### src/rtl/apb_master_arbiter.sv
// Two-requester round-robin arbiter driving a single APB4 master port.
// Runs SETUP/ACCESS per grant, returns rdata/err with a done pulse, aborts hung transfers on timeout.
module apb_master_arbiter #(
   parameter int unsigned ADDR_W         = 32,
   parameter int unsigned DATA_W         = 32,
   parameter int unsigned TIMEOUT_CYCLES = 255
) (
   input  logic              pclk,
   input  logic              preset_n,
   input  logic              r0_req,
   input  logic [ADDR_W-1:0] r0_addr,
   input  logic              r0_write,
   input  logic [DATA_W-1:0] r0_wdata,
   input  logic [3:0]        r0_strb,
   output logic              r0_done,
   output logic [DATA_W-1:0] r0_rdata,
   output logic              r0_err,
   input  logic              r1_req,
   input  logic [ADDR_W-1:0] r1_addr,
   input  logic              r1_write,
   input  logic [DATA_W-1:0] r1_wdata,
   input  logic [3:0]        r1_strb,
   output logic              r1_done,
   output logic [DATA_W-1:0] r1_rdata,
   output logic              r1_err,
   output logic [ADDR_W-1:0] m_paddr,
   output logic              m_psel,
   output logic              m_penable,
   output logic              m_pwrite,
   output logic [DATA_W-1:0] m_pwdata,
   output logic [3:0]        m_pstrb,
   input  logic              m_pready,
   input  logic [DATA_W-1:0] m_prdata,
   input  logic              m_pslverr,
   output logic              owner,
   output logic              busy
);

   localparam int unsigned STRB_W = 4;
   localparam int unsigned CNT_W  = (TIMEOUT_CYCLES < 2) ? 1 : $clog2(TIMEOUT_CYCLES + 1);
   localparam logic [CNT_W-1:0] CNT_LIMIT = CNT_W'(TIMEOUT_CYCLES);
   localparam bit TIMEOUT_EN = (TIMEOUT_CYCLES != 0);

   typedef enum logic [1:0] {
      S_IDLE   = 2'd0,
      S_SETUP  = 2'd1,
      S_ACCESS = 2'd2
   } state_t;

   state_t              r_state, w_state_nxt;
   logic [CNT_W-1:0]    r_cnt, w_cnt_nxt;
   logic                r_last_grant, w_last_grant_nxt;
   logic                r_owner, w_owner_nxt;
   logic                r_busy, w_busy_nxt;
   logic [ADDR_W-1:0]   r_paddr, w_paddr_nxt;
   logic                r_psel, w_psel_nxt;
   logic                r_penable, w_penable_nxt;
   logic                r_pwrite, w_pwrite_nxt;
   logic [DATA_W-1:0]   r_pwdata, w_pwdata_nxt;
   logic [STRB_W-1:0]   r_pstrb, w_pstrb_nxt;
   logic                r_done0, w_done0_nxt;
   logic                r_done1, w_done1_nxt;
   logic [DATA_W-1:0]   r_rdata0, w_rdata0_nxt;
   logic [DATA_W-1:0]   r_rdata1, w_rdata1_nxt;
   logic                r_err0, w_err0_nxt;
   logic                r_err1, w_err1_nxt;

   logic                w_req0, w_req1, w_win, w_timeout, w_finish;
   logic [DATA_W-1:0]   w_fin_rdata;
   logic                w_fin_err;

   // A requester seeing its done pulse this cycle is not re-granted on a stale req
   assign w_req0      = r0_req & ~r_done0;
   assign w_req1      = r1_req & ~r_done1;
   assign w_win       = (w_req0 && w_req1) ? ~r_last_grant : w_req1;
   assign w_timeout   = TIMEOUT_EN && (r_cnt == CNT_LIMIT);
   assign w_finish    = m_pready || w_timeout;
   assign w_fin_rdata = m_pready ? m_prdata : '0;
   assign w_fin_err   = m_pready ? m_pslverr : 1'b1;

   // Next-state and next-output logic
   always_comb begin
      w_state_nxt      = r_state;
      w_cnt_nxt        = r_cnt;
      w_last_grant_nxt = r_last_grant;
      w_owner_nxt      = r_owner;
      w_busy_nxt       = r_busy;
      w_paddr_nxt      = r_paddr;
      w_psel_nxt       = r_psel;
      w_penable_nxt    = r_penable;
      w_pwrite_nxt     = r_pwrite;
      w_pwdata_nxt     = r_pwdata;
      w_pstrb_nxt      = r_pstrb;
      w_done0_nxt      = 1'b0;
      w_done1_nxt      = 1'b0;
      w_rdata0_nxt     = r_rdata0;
      w_rdata1_nxt     = r_rdata1;
      w_err0_nxt       = r_err0;
      w_err1_nxt       = r_err1;

      case (r_state)
         S_IDLE: begin
            if (w_req0 || w_req1) begin
               w_paddr_nxt      = w_win ? r1_addr  : r0_addr;
               w_pwrite_nxt     = w_win ? r1_write : r0_write;
               w_pwdata_nxt     = w_win ? r1_wdata : r0_wdata;
               w_pstrb_nxt      = w_win ? r1_strb  : r0_strb;
               w_owner_nxt      = w_win;
               w_last_grant_nxt = w_win;
               w_psel_nxt       = 1'b1;
               w_busy_nxt       = 1'b1;
               w_state_nxt      = S_SETUP;
            end
         end
         S_SETUP: begin
            w_penable_nxt = 1'b1;
            w_cnt_nxt     = CNT_W'(1);
            w_state_nxt   = S_ACCESS;
         end
         S_ACCESS: begin
            // A ready response on the limit cycle completes normally
            if (w_finish) begin
               w_psel_nxt    = 1'b0;
               w_penable_nxt = 1'b0;
               w_busy_nxt    = 1'b0;
               w_state_nxt   = S_IDLE;
               if (r_owner) begin
                  w_done1_nxt  = 1'b1;
                  w_rdata1_nxt = w_fin_rdata;
                  w_err1_nxt   = w_fin_err;
               end else begin
                  w_done0_nxt  = 1'b1;
                  w_rdata0_nxt = w_fin_rdata;
                  w_err0_nxt   = w_fin_err;
               end
            end else if (TIMEOUT_EN) begin
               w_cnt_nxt = r_cnt + CNT_W'(1);
            end
         end
         default: w_state_nxt = S_IDLE;
      endcase
   end

   // State and registered outputs
   always_ff @(posedge pclk or negedge preset_n) begin
      if (!preset_n) begin
         r_state      <= S_IDLE;
         r_cnt        <= '0;
         r_last_grant <= 1'b1;
         r_owner      <= 1'b0;
         r_busy       <= 1'b0;
         r_paddr      <= '0;
         r_psel       <= 1'b0;
         r_penable    <= 1'b0;
         r_pwrite     <= 1'b0;
         r_pwdata     <= '0;
         r_pstrb      <= '0;
         r_done0      <= 1'b0;
         r_done1      <= 1'b0;
         r_rdata0     <= '0;
         r_rdata1     <= '0;
         r_err0       <= 1'b0;
         r_err1       <= 1'b0;
      end else begin
         r_state      <= w_state_nxt;
         r_cnt        <= w_cnt_nxt;
         r_last_grant <= w_last_grant_nxt;
         r_owner      <= w_owner_nxt;
         r_busy       <= w_busy_nxt;
         r_paddr      <= w_paddr_nxt;
         r_psel       <= w_psel_nxt;
         r_penable    <= w_penable_nxt;
         r_pwrite     <= w_pwrite_nxt;
         r_pwdata     <= w_pwdata_nxt;
         r_pstrb      <= w_pstrb_nxt;
         r_done0      <= w_done0_nxt;
         r_done1      <= w_done1_nxt;
         r_rdata0     <= w_rdata0_nxt;
         r_rdata1     <= w_rdata1_nxt;
         r_err0       <= w_err0_nxt;
         r_err1       <= w_err1_nxt;
      end
   end

   assign m_paddr   = r_paddr;
   assign m_psel    = r_psel;
   assign m_penable = r_penable;
   assign m_pwrite  = r_pwrite;
   assign m_pwdata  = r_pwdata;
   assign m_pstrb   = r_pstrb;
   assign owner     = r_owner;
   assign busy      = r_busy;
   assign r0_done   = r_done0;
   assign r0_rdata  = r_rdata0;
   assign r0_err    = r_err0;
   assign r1_done   = r_done1;
   assign r1_rdata  = r_rdata1;
   assign r1_err    = r_err1;

endmodule
### config.mk
export PLATFORM = sky130hd
export DESIGN_NAME = apb_master_arbiter
export DESIGN_NICKNAME = d
export VERILOG_FILES = /design/src/rtl/apb_master_arbiter.sv
export SDC_FILE = /design/constraint.sdc
export NUM_CORES = 1
export LEC_CHECK = 0
export ABC_AREA = 1
export BUFFER_PORTS_ARGS = -buffer_cell sky130_fd_sc_hd__buf_2
export CAP_MARGIN = 20
export CORE_AREA = 2 2 164 166
export CTS_CLUSTER_DIAMETER = 40
export DETAILED_ROUTE_END_ITERATION = 10
export DIE_AREA = 0 0 166 168
export PLACE_DENSITY = 0.53
export SETUP_SLACK_MARGIN = 0.05
export SKIP_LAST_GASP = 1
export SYNTH_ARGS = -nofsm -noshare
export SYNTH_HDL_FRONTEND = slang
export SYNTH_SLANG_ARGS = --single-unit
### constraint.sdc
create_clock -name pclk -period 3.9 [get_ports pclk]
set_input_delay 0.39 -clock pclk [delete_from_list [all_inputs] [get_ports pclk]]
set_output_delay 0.39 -clock pclk [all_outputs]
set_load 0.01 [all_outputs]
==> impl_results.md <==
* Post-CTS Resized at 0
* Mapped Nets at ~900
* Core Area at between 20000 and 30000 um^2
* Post CTS Setup Buffer Count at 0
* Largest net degree at the start of global routing at 100
* Num rows at 60
* Slew @ Worst Pin at approximately 1100 ps
* Slew Viols, Final at 0
* Max-Cap Viols at 0
* Final period util at about three fifths
* First-pass GRT wire length at 32000 um
* VDD IR-drop max at around 0.26 mV
* Combinational power share at a little under two fifths
* Vias in the first global route at 5778
* Worst slew margin at between 20 and 30%
* Layout cells sized above 1 at 36.2%
* Vert. Die Dim at 168 um
* DRC viols at 0
* PortBufs at ~320
* Area delta synth->final at 38.1%
* Synth top area share at around three fifths
* Post-Layout Cell Count at 1387
* WP data arrival at ~2700 ps
* Worst Hold Class: input port to async pin
* CTS H-tree depth at 4
* Net switching power at approximately 2800 uW
* Hold Fails Final Rpt at 0
* Avg WL per Cell at 14.4 um
* Dpl cells at between 1000 and 1500
* Core Util, Final at between 30 and 40%
* Root Buffer: clkbuf_16
* Cells after synthesis at 736
* Routed Antenna Nets at 0
* Crit path launch type: register
* Kind of critical path: register to register
* CTS tree: built
* Length in cells of the worst reg-to-reg path at 9
* Die width at approximately 170 um
* Footprint of the multi-input gates at about 2300 um^2
* GR Overflow Total at 0
* Sequential share of the synthesized area at approximately three fifths
* Critical Path RT at 4170 ps
* Max FO, Critical Path at 45
* GR met3 Demand/Resource at under 10%
* CP Capture Type: register
* Flop-to-flop setup slack at roughly 1500 ps
* Avg Inst Size Synth at between 8 and 9 um^2
* Area contributors post-synth: dfrtp_1, nand2_1, a31oi_1
* Pre-antenna DRT Iters at 5
* Leading area contributor after synthesis: dfrtp_1
* Crit Reg-Reg Startpoint: r_cnt[0]$_DFFE_PN0P_
* GRT Total Usage at 14.3%
* CTS Buffer Depth at 2
* Outcome: completed
* WL final at 20000 um
* GP Congestion at ~0.75
* Setup TNS at 0 ps
* Clock latency on the worst-skew pair at approximately 420 ps
* GR Util met1 at roughly a fifth
* Die footprint at around 28000 um^2
* Int Power at between 4000 and 5000 uW
* FF+latch area at 3780 um^2
* Nets at between 1000 and 1500
* Clock group share of total power at around a quarter
* Placed wire-length estimate at 14300 um
* Post-DR vias/cell at between 4 and 5
* Reg power frac at a little under two fifths
* Final hold slack at 82.1 ps
* CTS buffer count at 17
* Busiest grt layer: met2
* Minimum clock period at 2410 ps
* Distinct cells, synth at 25
* Initial antenna violation count at 1
* DR iter-0 viols at 323
* End of the worst register-to-register path: r1_rdata[3]$_DFFE_PN0P_
* PD cells at about 800 nW/um^2
* Post-Synthesis Cell Area at approximately 6400 um^2
* Max Fclk at roughly 0.42 GHz
* Ports at ~320
* Final Skew at about 21 ps
* Total power at 7020 uW
* Fill cells at 2768
* Sink Count at 151
* RSZ-0062 raised after global routing: no
* Initial core utilization at 24.4%
* Vias at between 5000 and 6000
* Clk pin slew, worst setup/hold paths at 70 ps
* Number of diodes at 0
* CTS Hold Buffers Added at 0
* Synth Register Bits at ~150
* Met2 GRT Util at between 20% and 30%
* Net Sw Frac at 40.1%
* Setup violators final at 0
* Ys Warns at 0
* Static leakage at 0.00451 uW
-- Yosys cell counts (all sizes together) --
cell type and number:
o21ai 73, nor3 2, nor2 82, clkbuf 22
o21a 1, clkinv 1, inv 21, a31oi 69
a21oi 3, dfstp 1, dfrtp 150, nand3 12
ha 1, nand2 272, buf 26
-- power by group through the flow --
| stage | clock [uW] | combinational, uW | sequential, uW |
|---|---|---|---|
| floorplan | 0 | 1270 | 2990 |
| global placement | 0 | 2720 | 2690 |
| detailed placement | 0 | 2740 | 2700 |
| CTS | 1730 | 2740 | 2680 |
| global route | 1800 | 3020 | 2770 |
| finish | 1660 | 2690 | 2680 |
-- registers in the layout, summed over array words and instances, names as in the netlist, 2 cells and up --
signal    cells
m_paddr      32
m_pwdata     32
r0_rdata     32
r1_rdata     32
r_cnt         8
m_pstrb       4
r_state       2
-- per-layer routing --
metal  share of wire (%)  up-vias
li1                    -     3005
met1                  45     2742
met2                  46      238
met3                 8.0       10
met4                0.71        2
met5               0.065        -
-- cell type report --
cell class | count | share of cell area [%]
sequential | 151 | 42.6
clock buffer | 17 | 4.79
tap | 341 | 4.81
clock inverter | 15 | 2.02
inverter | 22 | 0.931
multi-input combinational | 515 | 26.0
timing repair buffer | 326 | 18.9
-- per-stage QoR --
step	worst slack (ps)	instance area (um^2)
2_1_floorplan	2440	6430
3_3_place_gp	1550	8270
5_1_grt	1220	8870
3_5_place_dp	1510	8270
6_report	1490	8870
4_1_cts	1460	8870
-- critical path: stages (launching register included) --
cell and delay (ps):
dfrtp_1 390, ha_1 200, nand2_2 80, nor2_2 110
nand2_2 80, nand2_2 90, nand3_2 660, buf_4 470
nand2_1 60, o21ai_0 70
-- logic make-up (layout without fill, tap and decap cells) --
logic type	Yosys count	in the layout	share of synthesized area [%]
AOI/OAI and AO/OA	146	146	13.3
DFF	151	151	58.8
and+or+nand+nor	368	368	22.2
adders and majority gates	1	1	0.195
buffers and inverters	70	380	5.49
-- worst max-delay path by stage --
stage | cells past startpoint | slack (ps) | endpoint | from
floorplan | 10 | 2440 | r0_rdata[25]$_DFFE_PN0P_ | r_cnt[0]$_DFFE_PN0P_
global placement | 9 | 1550 | r1_rdata[3]$_DFFE_PN0P_ | r_cnt[0]$_DFFE_PN0P_
detailed placement | 9 | 1510 | r1_rdata[3]$_DFFE_PN0P_ | r_cnt[0]$_DFFE_PN0P_
CTS | 9 | 1460 | r1_rdata[3]$_DFFE_PN0P_ | r_cnt[0]$_DFFE_PN0P_
global route | 9 | 1220 | r1_rdata[3]$_DFFE_PN0P_ | r_cnt[1]$_DFFE_PN0P_
finish | 9 | 1490 | r1_rdata[3]$_DFFE_PN0P_ | r_cnt[0]$_DFFE_PN0P_
-- placed cells by master, fill, tap and decap left out, drive strengths merged, types with 2 or more instances in the layout --
cell and instances:
a31oi 69, nor2 82, a21oi 3, nor3 2, clkinvlp 2, buf 326, clkbuf 17, nand3 12
nand2 272, dfrtp 150, clkinv 8, o21ai 73, inv 27
No activity file was read; power rests on OpenSTA's default activity.
